File: src/rtl/max7219_spi_tx.sv
// rtl/max7219_spi_tx.sv - MAX7219 daisy-chain frame serializer (MSB first, LOAD pulse after last bit)
module max7219_spi_tx #(
  parameter int DIVIDER = 22,
  parameter int CHAIN   = 1,
  parameter int CS_HOLD = 2
) (
  input  logic                  clk_i,
  input  logic                  rst_i,
  input  logic [16*CHAIN-1:0]   cmd_data_i,
  input  logic                  cmd_valid_i,
  output logic                  cmd_ready_o,
  output logic                  busy_o,
  output logic                  done_o,
  output logic                  mosi_o,
  output logic                  sclk_o,
  output logic                  sel_o
);
  localparam int N     = 16 * CHAIN;
  localparam int BIT_W = $clog2(N + 1);
  localparam int DIV_W = (DIVIDER > 0) ? $clog2(DIVIDER + 1) : 1;
  localparam int GAP_W = (CS_HOLD > 1) ? $clog2(CS_HOLD) : 1;
  localparam logic [DIV_W-1:0] DIV_RELOAD = DIV_W'(DIVIDER);
  localparam logic [BIT_W-1:0] LAST_BIT   = BIT_W'(N - 1);
  localparam logic [GAP_W-1:0] LAST_GAP   = GAP_W'(CS_HOLD - 1);

  typedef enum logic [1:0] {S_IDLE, S_SHIFT, S_LATCH, S_GAP} state_e;

  state_e             state_q, state_d;
  logic [N-1:0]       sr_q, sr_d;
  logic [BIT_W-1:0]   bit_q, bit_d;
  logic [DIV_W-1:0]   div_q, div_d;
  logic [GAP_W-1:0]   gap_q, gap_d;
  logic               sel_q, sel_d;
  logic               sclk_q, sclk_d;
  logic               mosi_q, mosi_d;
  logic               done_q, done_d;
  logic               tick;

  assign tick = (state_q != S_IDLE) && (div_q == '0);

  always_comb begin
    state_d = state_q;
    sr_d    = sr_q;
    bit_d   = bit_q;
    div_d   = div_q;
    gap_d   = gap_q;
    sel_d   = sel_q;
    sclk_d  = sclk_q;
    mosi_d  = mosi_q;
    done_d  = 1'b0;

    if (state_q != S_IDLE) begin
      div_d = tick ? DIV_RELOAD : div_q - 1'b1;
    end

    case (state_q)
      S_IDLE: begin
        if (cmd_valid_i) begin
          sr_d    = cmd_data_i;
          mosi_d  = cmd_data_i[N-1];
          sel_d   = 1'b0;
          sclk_d  = 1'b0;
          bit_d   = '0;
          div_d   = DIV_RELOAD;
          state_d = S_SHIFT;
        end
      end
      S_SHIFT: begin
        if (tick) begin
          if (!sclk_q) begin
            sclk_d = 1'b1;
          end else begin
            // Data only moves on falling edges so the slave sees it stable on every rise.
            sclk_d = 1'b0;
            if (bit_q == LAST_BIT) begin
              mosi_d  = 1'b0;
              state_d = S_LATCH;
            end else begin
              sr_d   = sr_q << 1;
              mosi_d = sr_d[N-1];
              bit_d  = bit_q + 1'b1;
            end
          end
        end
      end
      S_LATCH: begin
        if (tick) begin
          sel_d   = 1'b1;
          gap_d   = '0;
          state_d = S_GAP;
        end
      end
      S_GAP: begin
        if (tick) begin
          if (gap_q == LAST_GAP) begin
            done_d  = 1'b1;
            state_d = S_IDLE;
          end else begin
            gap_d = gap_q + 1'b1;
          end
        end
      end
      default: begin
        sel_d   = 1'b1;
        sclk_d  = 1'b0;
        mosi_d  = 1'b0;
        state_d = S_IDLE;
      end
    endcase
  end

  always_ff @(posedge clk_i) begin
    if (rst_i) begin
      state_q <= S_IDLE;
      sr_q    <= '0;
      bit_q   <= '0;
      div_q   <= DIV_RELOAD;
      gap_q   <= '0;
      sel_q   <= 1'b1;
      sclk_q  <= 1'b0;
      mosi_q  <= 1'b0;
      done_q  <= 1'b0;
    end else begin
      state_q <= state_d;
      sr_q    <= sr_d;
      bit_q   <= bit_d;
      div_q   <= div_d;
      gap_q   <= gap_d;
      sel_q   <= sel_d;
      sclk_q  <= sclk_d;
      mosi_q  <= mosi_d;
      done_q  <= done_d;
    end
  end

  assign cmd_ready_o = (state_q == S_IDLE);
  assign busy_o      = (state_q != S_IDLE);
  assign done_o      = done_q;
  assign mosi_o      = mosi_q;
  assign sclk_o      = sclk_q;
  assign sel_o       = sel_q;
endmodule
File: config.mk
export PLATFORM = sky130hd
export DESIGN_NAME = max7219_spi_tx
export DESIGN_NICKNAME = d
export VERILOG_FILES = /design/src/rtl/max7219_spi_tx.sv
export SDC_FILE = /design/constraint.sdc
export NUM_CORES = 1
export LEC_CHECK = 0
export BUFFER_PORTS_ARGS = -buffer_cell sky130_fd_sc_hd__buf_2
export CAP_MARGIN = 0
export CORE_UTILIZATION = 50
export CTS_CLUSTER_SIZE = 8
export DETAILED_ROUTE_END_ITERATION = 6
export PLACE_DENSITY = 0.79
export RECOVER_POWER = 25
export SYNTH_ARGS = -nofsm -noshare
export SYNTH_HDL_FRONTEND = slang
export SYNTH_SLANG_ARGS = --single-unit
File: constraint.sdc
create_clock -name clk_i -period 1.94 [get_ports clk_i]
set_input_delay 0.291 -clock clk_i [delete_from_list [all_inputs] [get_ports clk_i]]
set_output_delay 0.291 -clock clk_i [all_outputs]
set_load 0.05 [all_outputs]
==> metrics.md, run 1 <==
| Metric | Value |
|---|---|
| Outcome | finished with violations |
| Failing checks | negative setup slack |
| Slew HR | 60.6% |
| Gr ovfl total | 0 |
| Hold WS | 0.224 ns |
| Layout Cells excl Fill | 267 |
| Endpoint type of the worst setup path | flip-flop |
| Cts hold-fix bufs | 0 |
| Chip height | 59.7 um |
| Yosys Warn Count | 0 |
| Initial antenna violation count | 0 |
| Tot GR Track Use | 25.4% |
| Maximum vdd ir drop | 0.819 mV |
| Min-Delay Path Class | in2reg |
| Largest net degree at the start of global routing | 26 |
| Drt wl/cell | 15.1 um |
| Core footprint | 0.00310 sq mm |
| Tmin final | 2.07 ns |
| Share of cells above drive strength 1 | 26.0% |
| Max clock buf depth | 2 |
| Total power draw | 2.85 mW |
| Max FO, Critical Path | 5 |
| Final core utilization | 66.0% |
| Num ports | 25 |
| DP Worst Slack | -0.128 ns |
| Finished Cell Area | 0.00205 sq mm |
| Sequential element share of the synthesized area | 38.5% |
| Via density | 5.87 |
| Max_cap viols | 0 |
| Unrepaired setup endpoints after global routing | true |
| Syn Inst Count | 186 |
| Pre-antenna DRT Iters | 4 |
| Seq cells post-synth | 32 |
| Routed WL | 4040 um |
| Die ar. | 0.00357 sq mm |
| Tcrit/Tclk final | 107% |
| Number of synthesized flops with an enable pin | 0 |
| Avg Inst Size Synth | 8.95 sq um |
| Post-Syn Nets | 212 |
| Worst EP arrival | 2.35 ns |
| Total number of vias | 1,566 |
| Slew Viols, Final | 0 |
| Sum of negative setup slack | -0.157 ns |
| Worst setup margin | -0.127 ns |
| Vias in the first global route | 1,507 |
| Multi-input logic area | 996 sq um |
| Startpoint Class | flip-flop |
| Worst-path clk slew | 0.10 ns |
| Synthesis-to-layout area growth | 23.0% |
| HPWL after DPL | 2830 um |
| CTS root buffer | clkbuf_4 |
| First-pass GRT wire length | 6640 um |
| Cell Area, Synth | 0.00167 sq mm |
| Num Clock Sinks | 32 |
| Row Count | 20 |
| Slew @ Worst Pin | 0.593 ns |
| PD cells | 1390 mW/mm^2 |
| Starting density of the core | 53.7% |
| Placed cell area | 0.00197 sq mm |
| Detailed router's first-iteration violation count | 98 |
| Clk_skew | 0.00995 ns |
| Routed Antenna Nets | 0 |
| F_max | 484 MHz |
| Async SR Flop Fraction | 0% |
| Reg area | 643 sq um |
| Critical Path RT | 2.23 ns |
| GPL Wtd Cong | 0.873 |
| Die W | 59.7 um |
| Port Buffer Count | 24 |
| # H-tree levels | 2 |
| CTS tree | built |
| Placed cells | 257 |
| Diode count | 0 |
| Final hold violations | 0 |
| Clk_lat worst skew | 0.34 ns |
| Top FF cell, synth | dfxtp_1 |
| Number of setup violations in the final report | 6 |
| # nets final | 248 |
| DRC errors left | 0 |
| Fill cells | 274 |
| Post-synth cell types | 48 |
| Setup CP Type | reg2reg |
| Leakage Power | 0.809 nW |
| Cts bufs inserted | 5 |
cells in the final DEF, fill, tap and decap left out, types with 3 or more instances in the layout:
cell type,n
clkbuf_1,4
buf_2,19
a211oi_1,14
nand3b_1,3
nand2_1,9
nor3_1,3
inv_1,8
nand2b_1,3
nand4_1,3
dfxtp_1,30
buf_4,14
or3_1,3
o21ai_2,3
a21oi_1,22
xor2_1,3
mux2i_1,15
clkbuf_4,6
ha_1,4
nor2_1,10
critical path, cell delays in order, from the launching register on:
cell and delay [ns]:
dfxtp_2 0.35, ha_4 0.15, and3_4 0.18, ha_4 0.16, or3_4 0.39, o21a_4 0.23
or4b_1 0.48, nand2_1 0.07
timing repair:
action                                  CTS  global route
gates resized for setup                   1             6
pin swaps                                 3             3
endpoints found under the setup margin   14            21
buffers inserted                          2             0
synthesized netlist by cell type, types with 2 or more instances:
| master | count | share of area, % |
|---|---|---|
| dfxtp_1 | 32 | 38 |
| a21oi_1 | 22 | 6.6 |
| mux2i_1 | 15 | 9.0 |
| a211oi_1 | 14 | 6.3 |
| nor2_1 | 10 | 2.3 |
| nand2_1 | 9 | 2.0 |
| inv_1 | 8 | 1.8 |
| ha_1 | 7 | 5.3 |
| clkbuf_1 | 6 | 1.4 |
| o21ai_0 | 6 | 1.8 |
| buf_2 | 4 | 1.2 |
| nand2b_1 | 3 | 1.1 |
| nand3b_1 | 3 | 1.4 |
| nand4_1 | 3 | 1.1 |
| nor3_1 | 3 | 0.90 |
| or3_1 | 3 | 1.1 |
| xor2_1 | 3 | 1.6 |
| and2_1 | 2 | 0.75 |
| and3_1 | 2 | 0.75 |
| o21bai_1 | 2 | 0.90 |
| o22ai_1 | 2 | 0.75 |
registers in the layout, indices dropped and copies added, names as in the netlist:
register	count
bit_q	5
sclk_o	1
mosi_o	1
state_q	2
sel_o	1
div_q	5
gap_q	1
done_o	1
sr_q	15
metal layers:
metal	GRT usage [%]	share of wire, %	up-vias
met5	0	0	-
met4	15.6	2.6	0
met3	6.06	5.0	13
met2	38.4	47	55
met1	32.7	46	740
li1	-	-	758
cell families (layout without fill, tap and decap cells):
logic type | count (synthesis) | count (layout) | share of synthesized area (%)
compound gates | 59 | 59 | 23.0
xor+xnor | 4 | 4 | 2.10
fa+ha+maj | 7 | 7 | 5.26
buf+inv | 19 | 56 | 4.58
flops | 32 | 32 | 38.5
mux | 16 | 16 | 9.69
simple gates | 49 | 49 | 16.9
final cells by class:
| type | instances | area share, % |
|---|---|---|
| sequential | 32 | 31.4 |
| clock inverter | 2 | 0.489 |
| inverter | 8 | 1.47 |
| clock buffer | 6 | 2.50 |
| timing repair buffer | 40 | 12.8 |
| tap | 44 | 2.69 |
| multi-input combinational | 135 | 48.6 |
power by group:
part	internal, mW	switching (mW)	total (mW)
Combinational	0.625	0.870	1.50
Clock	0.172	0.241	0.413
Sequential	0.837	0.108	0.945
final timing paths:
| kind | startpoint | endpoint | slack [ns] | depth (start not counted) |
|---|---|---|---|---|
| worst max-delay path | bit_q[1]$_SDFFE_PP0P_ | bit_q[2]$_SDFFE_PP0P_ | -0.13 | 7 |
| worst min-delay path | cmd_data_i[0] | sr_q[0]$_SDFFE_PP0P_ | 0.22 | 3 |
| worst max register to register | bit_q[1]$_SDFFE_PP0P_ | bit_q[2]$_SDFFE_PP0P_ | -0.13 | 7 |
| worst min register to register | sr_q[0]$_SDFFE_PP0P_ | sr_q[0]$_SDFFE_PP0P_ | 0.51 | 2 |
Power figures use the tool's default switching activity.
==> run 2: changes to the inputs <==
--- a/config.mk
+++ b/config.mk
@@ -7,6 +7,7 @@
 export LEC_CHECK = 0
 export BUFFER_PORTS_ARGS = -buffer_cell sky130_fd_sc_hd__buf_2
 export CAP_MARGIN = 0
+export CORE_ASPECT_RATIO = 1.2
 export CORE_UTILIZATION = 50
 export CTS_CLUSTER_SIZE = 8
 export DETAILED_ROUTE_END_ITERATION = 6
==> run 2 against run 1 <==
The run still ends with negative setup slack left. Die area is essentially flat. Sequential power is essentially flat. Clock skew shrank 0.00068 ns. Setup slack gained 0.056 ns. Non-clock buffer count shrank 1. Sequential share of layout area shrank 0.51 points. Combinational power grew 3%. Critical path depth is the same. Cell area grew 1.6%. Largest cell class unchanged.
==> metrics.md, run 2 (synthesis results as in run 1) <==
| Metric | Value |
|---|---|
| Endpoint type of the worst setup path | flip-flop |
| CTS root buffer | clkbuf_4 |
| Slew Viols, Final | 0 (unchanged) |
| Max_cap viols | 0 (unchanged) |
| Tot GR Track Use | 25.6% (+0.13 points) |
| Unrepaired setup endpoints after global routing | true |
| Biggest register | sr_q |
| Number of setup violations in the final report | 2 (-4) |
| GPL Wtd Cong | 0.761 (-13%) |
| Detailed router's first-iteration violation count | 32 (-67%) |
| Slew @ Worst Pin | 0.595 ns (+0.00214 ns) |
| Final hold violations | 0 (unchanged) |
| Routed WL | 3950 um (-2.3%) |
| Max clock buf depth | 2 (unchanged) |
| CP max-delay cell | or4b_1 |
| Largest net degree at the start of global routing | 20 (-23%) |
| CP Cell Sequence | ha_4 -> and3_4 -> ha_4 -> or3_4 -> o21a_4 -> or4b_1 -> nand2_1 |
| Tcrit/Tclk final | 104% (-2.9 points) |
| PD cells | 1430 mW/mm^2 (+3.0%) |
| Number of flip-flops in the largest register | 15 (unchanged) |
| Hold WS | 0.211 ns (-0.0130 ns) |
| Tmin final | 2.01 ns (-0.0560 ns) |
| Maximum vdd ir drop | 1.03 mV (+26%) |
| Crit path buffers/inverters | 0 (unchanged) |
| Num ports | 25 (unchanged) |
| Finished Cell Area | 0.00208 sq mm (+1.6%) |
| Crit path max-delay family | simple AND/OR/NAND/NOR gates |
| Share of cells above drive strength 1 | 27.9% (+1.9 points) |
| Die W | 54.7 um (-8.4%) |
| First-pass GRT wire length | 6500 um (-2.1%) |
| Critical Path RT | 2.23 ns (about the same) |
| Chip height | 65.2 um (+9.2%) |
| Min-Delay Path Class | in2reg |
| Num Clock Sinks | 32 (unchanged) |
| RR Endpoint | bit_q[2]$_SDFFE_PP0P_ |
| HP Start | cmd_data_i[0] |
| Outcome | finished with violations |
| Gr ovfl total | 0 (unchanged) |
| R2R setup slack | -0.07 ns (+0.06 ns) |
| Leakage Power | 0.819 nW (+1.2%) |
| HPWL after DPL | 2870 um (+1.2%) |
| Diode count | 0 (unchanged) |
| Cts hold-fix bufs | 0 (unchanged) |
| Setup CP Type | reg2reg |
| Hold Path Sink | sr_q[0]$_SDFFE_PP0P_ |
| Placed cell area | 0.00196 sq mm (-0.51%) |
| Startpoint Class | flip-flop |
| Biggest regs | sr_q: 15 flops, bit_q: 5 flops, div_q: 5 flops |
| Vias in the first global route | 1,507 (unchanged) |
| Failing checks | negative setup slack |
| Via density | 5.91 (+0.78%) |
| Commonest cells after routing, fill and taps aside | dfxtp_1 (30), a21oi_1 (22), buf_2 (19) |
| Worst EP arrival | 2.30 ns (-0.05 ns) |
| DRC errors left | 0 (unchanged) |
| Clk_skew | 0.00927 ns (-0.000677 ns) |
| Port Buffer Count | 24 (unchanged) |
| # H-tree levels | 2 (unchanged) |
| Row Count | 22 (+10%) |
| Slew HR | 60.5% (-0.14 points) |
| Cts bufs inserted | 5 (unchanged) |
| Routed Antenna Nets | 0 (unchanged) |
| Max FO, Critical Path | 6 (+1) |
| CTS tree | built |
| Initial antenna violation count | 0 (unchanged) |
| Slowest stage delay, CP | 0.46 ns (-0.02 ns) |
| Worst-path clk slew | 0.10 ns (about the same) |
| Drt wl/cell | 15.3 um (+1.1%) |
| CP most frequent cell | ha_4 |
| Most common cell after layout, fill and taps aside | dfxtp_1 |
| # nets final | 247 (-0.40%) |
| Core footprint | 0.00311 sq mm (+0.24%) |
| Die ar. | 0.00357 sq mm (about the same) |
| Hold Crit Depth | 3 (unchanged) |
| R2R cell count | 7 (unchanged) |
| F_max | 497 MHz (+2.8%) |
| Total power draw | 2.99 mW (+4.7%) |
| Pre-antenna DRT Iters | 4 (unchanged) |
| Total number of vias | 1,525 (-2.6%) |
| Synthesis-to-layout area growth | 25.0% |
| Clk_lat worst skew | 0.35 ns (about the same) |
| DP Worst Slack | -0.0805 ns (+0.0474 ns) |
| Critical R2R Launch | bit_q[1]$_SDFFE_PP0P_ |
| Starting density of the core | 53.5% (-0.13 points) |
| Worst setup margin | -0.0708 ns (+0.0560 ns) |
| Fill cells | 267 (-2.6%) |
-- run 2: repair_timing --
item,4_1_cts,5_1_grt
resized for setup,2,12
pin swaps,3,2
setup endpoints to repair,7,21
hold endpoints to repair,0,0
setup buffers,0,1
-- run 2: report_power, final --
group,internal [mW],switching [mW]
Clock,0.270,0.234
Sequential,0.837,0.107
Combinational,0.647,0.891
Total,1.75,1.23
-- run 2: cell type report --
class,instances,area (sq um),share of cell area (%)
well taps,36,45.0,2.16
inverters,8,30.0,1.44
clock inverters,2,35.0,1.68
multi-input cells,135,1030,49.6
clock buffers,6,41.3,1.98
repair buffers,39,255,12.3
flip-flops and latches,32,643,30.9
-- run 2: layer usage --
layer	share of wire, %	up-vias	track usage (%)
met5	0	-	0
met4	2.5	0	11.5
met3	4.4	9	7.41
met2	52	41	46.1
met1	41	717	25.5
li1	-	758	-
-- run 2: stage by stage --
stage,setup TNS [ns],util [%],cells
floorplan,-0.0807,-,186
global placement,-0.0496,62.9,249
detailed placement,-0.127,62.9,249
CTS,-0.105,65.7,257
global route,-0.911,66.9,258
finish,-0.0747,66.9,258
-- run 2: worst max-delay path by stage --
| stage | start | end | slack [ns] | cells past startpoint |
|---|---|---|---|---|
| finish | bit_q[1]$_SDFFE_PP0P_ | bit_q[2]$_SDFFE_PP0P_ | -0.07 | 7 |
| global route | bit_q[1]$_SDFFE_PP0P_ | bit_q[2]$_SDFFE_PP0P_ | -0.13 | 7 |
| CTS | bit_q[1]$_SDFFE_PP0P_ | bit_q[2]$_SDFFE_PP0P_ | -0.08 | 7 |
| detailed placement | bit_q[1]$_SDFFE_PP0P_ | bit_q[2]$_SDFFE_PP0P_ | -0.08 | 7 |
| global placement | bit_q[1]$_SDFFE_PP0P_ | bit_q[2]$_SDFFE_PP0P_ | -0.05 | 7 |
| floorplan | bit_q[0]$_SDFFE_PP0P_ | bit_q[2]$_SDFFE_PP0P_ | -0.05 | 7 |
-- run 2: worst register-to-register path, delay by kind of cell, from the launching register on --
| family | cells | cell delay [ns] |
|---|---|---|
| flip-flops | 1 | 0.35 |
| AND/OR/NAND/NOR | 4 | 1.09 |
| adder cells (fa/ha/maj) | 2 | 0.30 |
| AO/OA/AOI/OAI | 1 | 0.23 |
